## config.mk

```make
export PLATFORM = sky130hd
export DESIGN_NAME = core_run_sequencer
export DESIGN_NICKNAME = d
export VERILOG_FILES = /design/src/rtl/core_run_sequencer_pkg.sv /design/src/rtl/core_run_sequencer_sat_counter.sv /design/src/rtl/core_run_sequencer.sv
export SDC_FILE = /design/constraint.sdc
export NUM_CORES = 1
export LEC_CHECK = 0
export ABC_AREA = 1
export BUFFER_PORTS_ARGS = -buffer_cell sky130_fd_sc_hd__buf_2
export CAP_MARGIN = 20
export CORE_ASPECT_RATIO = 0.7
export CORE_MARGIN = 5
export CORE_UTILIZATION = 45
export DETAILED_ROUTE_END_ITERATION = 6
export HOLD_SLACK_MARGIN = 0.05
export PLACE_DENSITY = 0.8
export SLEW_MARGIN = 25
export SYNTH_ARGS = -nofsm -noshare
export SYNTH_HDL_FRONTEND = slang
export SYNTH_SLANG_ARGS = --single-unit
```

## constraint.sdc

```tcl
create_clock -name clock -period 1.5 [get_ports clock]
set_input_delay 0.225 -clock clock [delete_from_list [all_inputs] [get_ports clock]]
set_output_delay 0.225 -clock clock [all_outputs]
set_load 0.1 [all_outputs]
```

## src/rtl/core_run_sequencer_pkg.sv

```systemverilog
// Shared definitions for the core run sequencer: FSM state encoding and default timeout.
package core_run_sequencer_pkg;

    typedef enum logic [2:0] {
        S_IDLE,
        S_PRELOAD,
        S_START,
        S_RUN,
        S_DONE,
        S_TIMEOUT
    } seq_state_t;

    localparam logic [15:0] DEFAULT_TIMEOUT = 16'd4000;

endpackage

```

## src/rtl/core_run_sequencer_sat_counter.sv

```systemverilog
// Up-counter with synchronous clear and enable that holds at all-ones instead of wrapping.
module sat_counter #(
    parameter int unsigned WIDTH = 16
) (
    input  logic             clock,
    input  logic             reset_n,
    input  logic             clear,
    input  logic             enable,
    output logic [WIDTH-1:0] count
);

    always_ff @(posedge clock or negedge reset_n) begin
        if (!reset_n) begin
            count <= '0;
        end else if (clear) begin
            count <= '0;
        end else if (enable && (count != '1)) begin
            count <= count + 1'b1;
        end
    end

endmodule

```

## src/rtl/core_run_sequencer.sv

```systemverilog
// Preloads the core's data memory from a host byte stream, pulses req, then times the run
// until ack or timeout and reports done/timed_out with the latched cycle count.
module core_run_sequencer
    import core_run_sequencer_pkg::*;
#(
    parameter int unsigned           CYCLE_BITS     = 16,
    parameter logic [CYCLE_BITS-1:0] TIMEOUT_CYCLES = DEFAULT_TIMEOUT,
    parameter int unsigned           ADDR_BITS      = 8
) (
    input  logic                  clock,
    input  logic                  reset_n,
    input  logic                  go,
    input  logic                  skip_preload,
    input  logic                  pl_valid,
    output logic                  pl_ready,
    input  logic [ADDR_BITS-1:0]  pl_addr,
    input  logic [7:0]            pl_data,
    input  logic                  pl_last,
    output logic                  dm_we,
    output logic [ADDR_BITS-1:0]  dm_addr,
    output logic [7:0]            dm_wdata,
    output logic                  req,
    input  logic                  ack,
    output logic                  busy,
    output logic                  done,
    output logic                  timed_out,
    output logic [CYCLE_BITS-1:0] cycle_count
);

    seq_state_t            state, next_state;
    logic [CYCLE_BITS-1:0] count;
    logic                  go_accept;
    logic                  beat_accept;
    logic                  cnt_enable;

    always_ff @(posedge clock or negedge reset_n) begin
        if (!reset_n) begin
            state <= S_IDLE;
        end else begin
            state <= next_state;
        end
    end

    always_comb begin
        next_state = state;
        go_accept  = 1'b0;
        case (state)
            S_IDLE, S_DONE, S_TIMEOUT: begin
                if (go) begin
                    go_accept  = 1'b1;
                    next_state = skip_preload ? S_START : S_PRELOAD;
                end
            end
            S_PRELOAD: begin
                if (pl_valid && pl_last) begin
                    next_state = S_START;
                end
            end
            S_START: next_state = S_RUN;
            S_RUN: begin
                // ack has priority over a timeout landing on the same cycle
                if (ack) begin
                    next_state = S_DONE;
                end else if (count == TIMEOUT_CYCLES) begin
                    next_state = S_TIMEOUT;
                end
            end
            default: next_state = S_IDLE;
        endcase
    end

    // Counting during START makes the counter read 1 in the first RUN cycle.
    always_comb begin
        pl_ready    = (state == S_PRELOAD);
        beat_accept = pl_ready && pl_valid;
        cnt_enable  = (state == S_START) || ((state == S_RUN) && (next_state == S_RUN));
    end

    sat_counter #(
        .WIDTH (CYCLE_BITS)
    ) u_cycle_counter (
        .clock   (clock),
        .reset_n (reset_n),
        .clear   (go_accept),
        .enable  (cnt_enable),
        .count   (count)
    );

    // Status outputs are registered from next_state so they align with the state they decode.
    always_ff @(posedge clock or negedge reset_n) begin
        if (!reset_n) begin
            dm_we       <= 1'b0;
            dm_addr     <= '0;
            dm_wdata    <= '0;
            req         <= 1'b0;
            busy        <= 1'b0;
            done        <= 1'b0;
            timed_out   <= 1'b0;
            cycle_count <= '0;
        end else begin
            dm_we <= beat_accept;
            if (beat_accept) begin
                dm_addr  <= pl_addr;
                dm_wdata <= pl_data;
            end
            req       <= (next_state == S_START);
            busy      <= (next_state == S_PRELOAD) || (next_state == S_START) || (next_state == S_RUN);
            done      <= (next_state == S_DONE);
            timed_out <= (next_state == S_TIMEOUT);
            if ((state == S_RUN) && (next_state != S_RUN)) begin
                cycle_count <= count;
            end
        end
    end

endmodule

```

==> flow_summary.json, run 1 <==
{
  "fin_area_sq_mm": 0.00398,
  "start_util_pct": 46.5,
  "slowest_delay_ps": 430,
  "worst_pin_slew_ps": 497,
  "fmax_mhz": 587,
  "end_kind": "register",
  "cts_tree": "done",
  "path_delay_family": "simple AND/OR/NAND/NOR gates",
  "r2r_start": "u_cycle_counter.count[0]$_DFFE_PN0P_",
  "drtAntennaViolNets": 0,
  "synth-main-ff-cell": "dfrtp_1",
  "fin_cells": 523,
  "hold_ws_ps": 102,
  "power_switching_mw": 4.31,
  "leakagePower_nw": 2.10,
  "power.density_mw_per_mm2": 1980,
  "place_inst": 498,
  "clockRootBuffer": "clkbuf_8",
  "fin_nets": 472,
  "power.total_mw": 7.88,
  "vias_per_cell": 5.22,
  "crit_chain": "buf_6, inv_4, ha_4, nand2_2, nor2_1, nand2_1, nand2_2, nand2_8, buf_8, nand4_1, nand2_1",
  "die_w_um": 102,
  "antenna_found_initial": 0,
  "regArea_sq_mm": 0.00140,
  "clock_path_buffers": 2,
  "drt-total-wl_mm": 8.28,
  "finalWeightedCongestion": 0.927,
  "violations": "negative setup slack",
  "skew_ps": 8.95,
  "hold_violations": 0,
  "setup_ws_ps": -205,
  "ir_drop_uv": 1460,
  "htreeDepth": 2,
  "grt_util_all_layers_pct": 20.5,
  "use_met1_pct": 28.9,
  "drc_errors": 0,
  "post_drt_wl_per_cell_um": 15.8,
  "first_global_vias": 2515,
  "vias": 2732,
  "ios": 61,
  "drv_cap": 0,
  "grt_max_degree": 57,
  "mostFrequentLayoutCells": "nand2_1 (100), buf_2 (59), dfrtp_1 (56)",
  "die_area_sq_mm": 0.00761,
  "slew_headroom_pct": 67.1,
  "clkTransAtPathRegs_ps": 100,
  "seqPwrFrac_pct": 26.3,
  "drt_first_iter_violations": 191,
  "fillers": 415,
  "yosys_warnings": 0,
  "first_pass_iters": 4,
  "critPathBufInv": 3,
  "rows": 23,
  "num_antenna_cells": 0,
  "final_max_slew_viol_count": 0,
  "area_growth_pct": 48.9,
  "worstPathMaxFanout": 6,
  "grt.met2_usage_pct": 32.1,
  "core_area_sq_mm": 0.00576,
  "synth_fp_nets": 355,
  "start_kind": "register",
  "swShare_pct": 54.7,
  "insertion_delay_ps": 310,
  "cts_inserted_buffers": 5,
  "post_dp_cell_area_sq_mm": 0.00338,
  "place_hpwl_mm": 5.35,
  "rsz0062_at_grt": "yes",
  "synth-edff-count": 0,
  "grtUsageMet3_pct": 4.69,
  "power_frac_comb_pct": 61.0,
  "internal-power_mw": 3.57,
  "hp-start": "pl_addr[4]",
  "hold_path_class": "in2reg",
  "syn_avg_cell_area_sq_um": 8.10,
  "synth-seq-area-share_pct": 52.4,
  "die_h_um": 74.5,
  "finalSetupViolations": 37,
  "finalCritPeriodShare_pct": 114,
  "power_frac_clock_pct": 12.7,
  "crit_arrival_ps": 1900,
  "fin_crit_ps": 1700,
  "grt_busiest_layer": "met2",
  "overflow": 0,
  "drive_gt1_share_pct": 42.4,
  "multiInputGateArea_sq_mm": 0.00139,
  "synth_area_sq_mm": 0.00267,
  "layout_commonest_cell": "nand2_1",
  "status": "finished with violations",
  "cp_slowest_cell": "dfrtp_1",
  "crit_path_start": "u_cycle_counter.count[0]$_DFFE_PN0P_",
  "grt_pass1_wl_mm": 12.2,
  "required_ps": 1700,
  "syn_inst": 330,
  "synth.distinct_cells": 27,
  "ys_ff_latch": 56,
  "io_buffer_count": 60,
  "crit_type": "reg2reg",
  "synthArstFlopShare_pct": 100,
  "cts_num_sinks": 56,
  "fin_util_pct": 69.2
}
[registers in the layout, indices dropped and copies added, names as in the netlist]
| name | count |
|---|---|
| cycle_count | 16 |
| u_cycle_counter.count | 16 |
| dm_addr | 8 |
| dm_wdata | 8 |
| state | 3 |
| busy | 1 |
| dm_we | 1 |
| done | 1 |
| req | 1 |
| timed_out | 1 |
[worst min-delay path, delay by kind of cell]
kind	cells	cell delay, ps
buffers and inverters	1	70
AND/OR/NAND/NOR	2	80
[synthesized netlist by cell type, types with 2 or more instances]
| cell type | instances | area (sq um) |
|---|---|---|
| o21ai_1 | 13 | 65.1 |
| nor2_4 | 2 | 22.5 |
| dfrtp_1 | 56 | 1400 |
| nand2_2 | 4 | 25.0 |
| or2_2 | 3 | 18.8 |
| clkbuf_1 | 2 | 7.51 |
| a21oi_1 | 2 | 10.0 |
| buf_6 | 3 | 33.8 |
| nand2_1 | 126 | 473 |
| xor2_1 | 5 | 43.8 |
| buf_2 | 3 | 15.0 |
| nor3_1 | 3 | 15.0 |
| nor2_1 | 23 | 86.3 |
| ha_1 | 2 | 25.0 |
| nand3_1 | 36 | 180 |
| nand4_1 | 13 | 81.3 |
| inv_1 | 22 | 82.6 |
| clkinv_1 | 2 | 7.51 |
| inv_2 | 2 | 7.51 |
[cell families after synthesis]
logic type | after synthesis | share of synthesized area, %
and+or+nand+nor | 215 | 35.7
DFF | 56 | 52.4
buffers and inverters | 35 | 6.04
AOI/OAI and AO/OA | 17 | 3.28
xor gates and xnor gates | 5 | 1.64
adders and majority gates | 2 | 0.936
[what timing repair did]
| item | in CTS | in global routing |
|---|---|---|
| endpoints found under the setup margin | 19 | 53 |
| pin swaps | 21 | 21 |
| setup buffers | 6 | 5 |
| hold buffers | 1 | 0 |
| hold endpoints to repair | 56 | 0 |
| cloned | 0 | 5 |
| resized for setup | 17 | 60 |
[area by class of cell]
type	instances	share of cell area [%]
clock inverter	2	0.974
sequential	56	35.2
inverter	26	2.54
multi-input combinational	240	35.0
tap	75	2.36
timing repair buffer	118	22.1
clock buffer	6	1.82
[power groups by stage]
stage               registers, mW  logic (mW)  clock network (mW)
floorplan                    4.07        1.16                   0
global placement             2.05        4.00                   0
detailed placement           2.06        4.05                   0
CTS                          2.04        4.27                1.01
global route                 2.11        5.04                1.09
finish                       2.07        4.81                1.00
[metrics by stage]
stage               setup TNS [ps]  setup WS (ps)
floorplan                    -8930           -490
global placement              -953          -75.6
detailed placement           -2060           -159
CTS                          -3120           -163
global route                 -8690           -298
finish                       -5140           -205
[per-layer routing]
metal  up-vias  wire, um
li1       1304         -
met1      1295      3590
met2       114      3940
met3        19       624
met4         0       132
met5         -         0
[worst paths after layout]
| path | slack (ps) | cells after the start | to |
|---|---|---|---|
| max | -200 | 11 | u_cycle_counter.count[2]$_DFFE_PN0P_ |
| max reg2reg | -200 | 11 | u_cycle_counter.count[2]$_DFFE_PN0P_ |
| min | 100 | 3 | dm_addr[4]$_DFFE_PN0P_ |
| min reg2reg | 480 | 2 | dm_wdata[0]$_DFFE_PN0P_ |
| max in group asynchronous | 820 | 3 | cycle_count[6]$_DFFE_PN0P_ |
| min in group asynchronous | 420 | 3 | u_cycle_counter.count[1]$_DFFE_PN0P_ |
Power figures use the tool's default switching activity.
==> run 2, diff against run 1 <==
- BUFFER_PORTS_ARGS: -buffer_cell sky130_fd_sc_hd__buf_2 -> -buffer_cell sky130_fd_sc_hd__clkbuf_2
- CORE_ASPECT_RATIO: 0.7 -> 0.75
==> run 2 against run 1 <==
The flow still finishes with violations (negative setup slack). Clock-buffer cell count is 1 higher. Wire length is 13% lower. Cell count is 2.1% lower. Non-clock buffer count is 13 lower. Setup slack better by 72 ps. Utilization is 7.0 points lower. Highest routed layer unchanged.
==> flow_summary.json, run 2 (synthesized netlist as in run 1, its figures left out) <==
{
  "largestRegisters": "cycle_count: 16 flops, u_cycle_counter.count: 16 flops",
  "grt_util_all_layers_pct": 19.5,
  "fin_util_pct": 62.2,
  "first_pass_iters": 5,
  "clockRootBuffer": "clkbuf_8",
  "ir_drop_uv": 1210,
  "critPathBufInv": 1,
  "drt_first_iter_violations": 182,
  "fin_setup_tns_ps": -2150,
  "crit_chain": "ha_4, nand2_4, nor2_4, nand2_2, nor2_4, nand3_4, buf_4, nand4_1, nand2_1",
  "fmax_mhz": 612,
  "slew_headroom_pct": 63.2,
  "fin_crit_ps": 1630,
  "start_util_pct": 46.1,
  "grt_pass1_wl_mm": 12.0,
  "cp_slowest_cell": "dfrtp_1",
  "cts_tree": "done",
  "worstPathMaxFanout": 6,
  "required_ps": 1710,
  "hold_violations": 0,
  "drv_cap": 0,
  "overflow": 0,
  "layout_commonest_cell": "nand2_1",
  "path_delay_family": "simple AND/OR/NAND/NOR gates",
  "power_frac_comb_pct": 59.0,
  "io_buffer_count": 60,
  "power_switching_mw": 4.00,
  "swShare_pct": 56.1,
  "worst_pin_slew_ps": 554,
  "area_growth_pct": 34.9,
  "setup_ws_ps": -133,
  "ios": 61,
  "finalWeightedCongestion": 0.895,
  "grt_max_degree": 57,
  "power.density_mw_per_mm2": 1980,
  "htreeDepth": 2,
  "crit_type": "reg2reg",
  "cts_inserted_buffers": 5,
  "rrSetupSlack_ps": -130,
  "leakagePower_nw": 1.93,
  "start_kind": "register",
  "drt-total-wl_mm": 7.20,
  "cts_num_sinks": 56,
  "antenna_found_initial": 0,
  "internal-power_mw": 3.13,
  "fin_nets": 458,
  "drtAntennaViolNets": 0,
  "fillers": 492,
  "clock_path_buffers": 2,
  "drive_gt1_share_pct": 32.7,
  "power_frac_clock_pct": 12.1,
  "core_area_sq_mm": 0.00580,
  "die_h_um": 76.8,
  "vias_per_cell": 5.01,
  "rsz0062_at_grt": "yes",
  "die_area_sq_mm": 0.00760,
  "mostFrequentLayoutCells": "nand2_1 (122), clkbuf_2 (59), dfrtp_1 (55)",
  "slowest_delay_ps": 420,
  "violations": "negative setup slack",
  "finalSetupViolations": 32,
  "drc_errors": 0,
  "finalCritPeriodShare_pct": 109,
  "first_global_vias": 2427,
  "skew_ps": 5.78,
  "crit_top_cell": "nor2_4",
  "crit_arrival_ps": 1840,
  "hold_path_class": "in2reg",
  "status": "finished with violations",
  "insertion_delay_ps": 310,
  "final_max_slew_viol_count": 0,
  "num_antenna_cells": 0,
  "clkTransAtPathRegs_ps": 100,
  "end_kind": "register",
  "place_hpwl_mm": 5.25,
  "vias": 2563,
  "post_drt_wl_per_cell_um": 14.1,
  "die_w_um": 99.0,
  "rows": 24,
  "seqPwrFrac_pct": 28.9
}
## run 2: cell types whose count changed in the layout (fill, tap and decap cells not counted), sizes merged
cell,before,now
bufinv,1,0
buf,114,45
inv,24,23
clkinvlp,0,1
clkbuf,9,66
nand2,132,131
## run 2: timing repair
| action | 4_1_cts | 5_1_grt |
|---|---|---|
| pin swaps | 5 | 14 |
| setup buffers | 4 | 1 |
| resized for setup | 13 | 8 |
| endpoints found under the hold margin | 56 | 0 |
| setup endpoints to repair | 20 | 38 |
| hold buffers | 1 | 0 |
## run 2: worst paths after layout
kind	from	endpoint	cells past startpoint
worst max-delay path	u_cycle_counter.count[0]$_DFFE_PN0P_	u_cycle_counter.count[9]$_DFFE_PN0P_	9
worst min-delay path	pl_addr[2]	dm_addr[2]$_DFFE_PN0P_	3
worst max register to register	u_cycle_counter.count[0]$_DFFE_PN0P_	u_cycle_counter.count[9]$_DFFE_PN0P_	9
worst min register to register	cycle_count[6]$_DFFE_PN0P_	cycle_count[6]$_DFFE_PN0P_	2
max in group asynchronous	reset_n	u_cycle_counter.count[2]$_DFFE_PN0P_	3
min in group asynchronous	reset_n	u_cycle_counter.count[7]$_DFFE_PN0P_	3
## run 2: cell type report
type / instances / area [sq um] / share of cell area (%)
well taps: 78 / 97.6 / 2.71
inverters: 26 / 98.8 / 2.74
clock inverters: 1 / 7.51 / 0.208
flip-flops and latches: 56 / 1400 / 38.9
clock buffers: 7 / 86.3 / 2.39
multi-input cells: 239 / 1200 / 33.3
repair buffers: 105 / 713 / 19.8
## run 2: per-stage QoR
step           instances  hold WS (ps)  total power [mW]  cell area (sq um)  setup slack (ps)
6_report             512           103              7.13               3610              -133
5_1_grt              512          91.5              7.50               3610              -241
4_1_cts              511          95.0              7.12               3570             -91.7
3_5_place_dp         498           255              6.12               3370             -94.1
3_3_place_gp         498           252              6.06               3370             -92.2
2_1_floorplan        330         -70.6              5.22               2700              -490
## run 2: worst register-to-register path, stage by stage (launching register included)
cell and delay (ps):
dfrtp_1 420, ha_4 170, nand2_4 60, nor2_4 130, nand2_2 90, nor2_4 150, nand3_4 180, buf_4 190
nand4_1 90, nand2_1 60
## run 2: power groups by stage
stage | Sequential (mW) | Combinational (mW) | Clock (mW)
final | 2.06 | 4.21 | 0.861
after global routing | 2.10 | 4.43 | 0.964
after CTS | 2.05 | 4.18 | 0.883
after detailed placement | 2.07 | 4.05 | 0
after global placement | 2.06 | 4.00 | 0
after floorplan | 4.07 | 1.16 | 0
## run 2: layer usage
metal	vias to the layer above	track usage [%]	wire length (um)
met5	-	0	0
met4	0	5.87	75
met3	4	3.08	567
met2	101	29.0	3300
met1	1201	29.1	3260
li1	1257	-	-
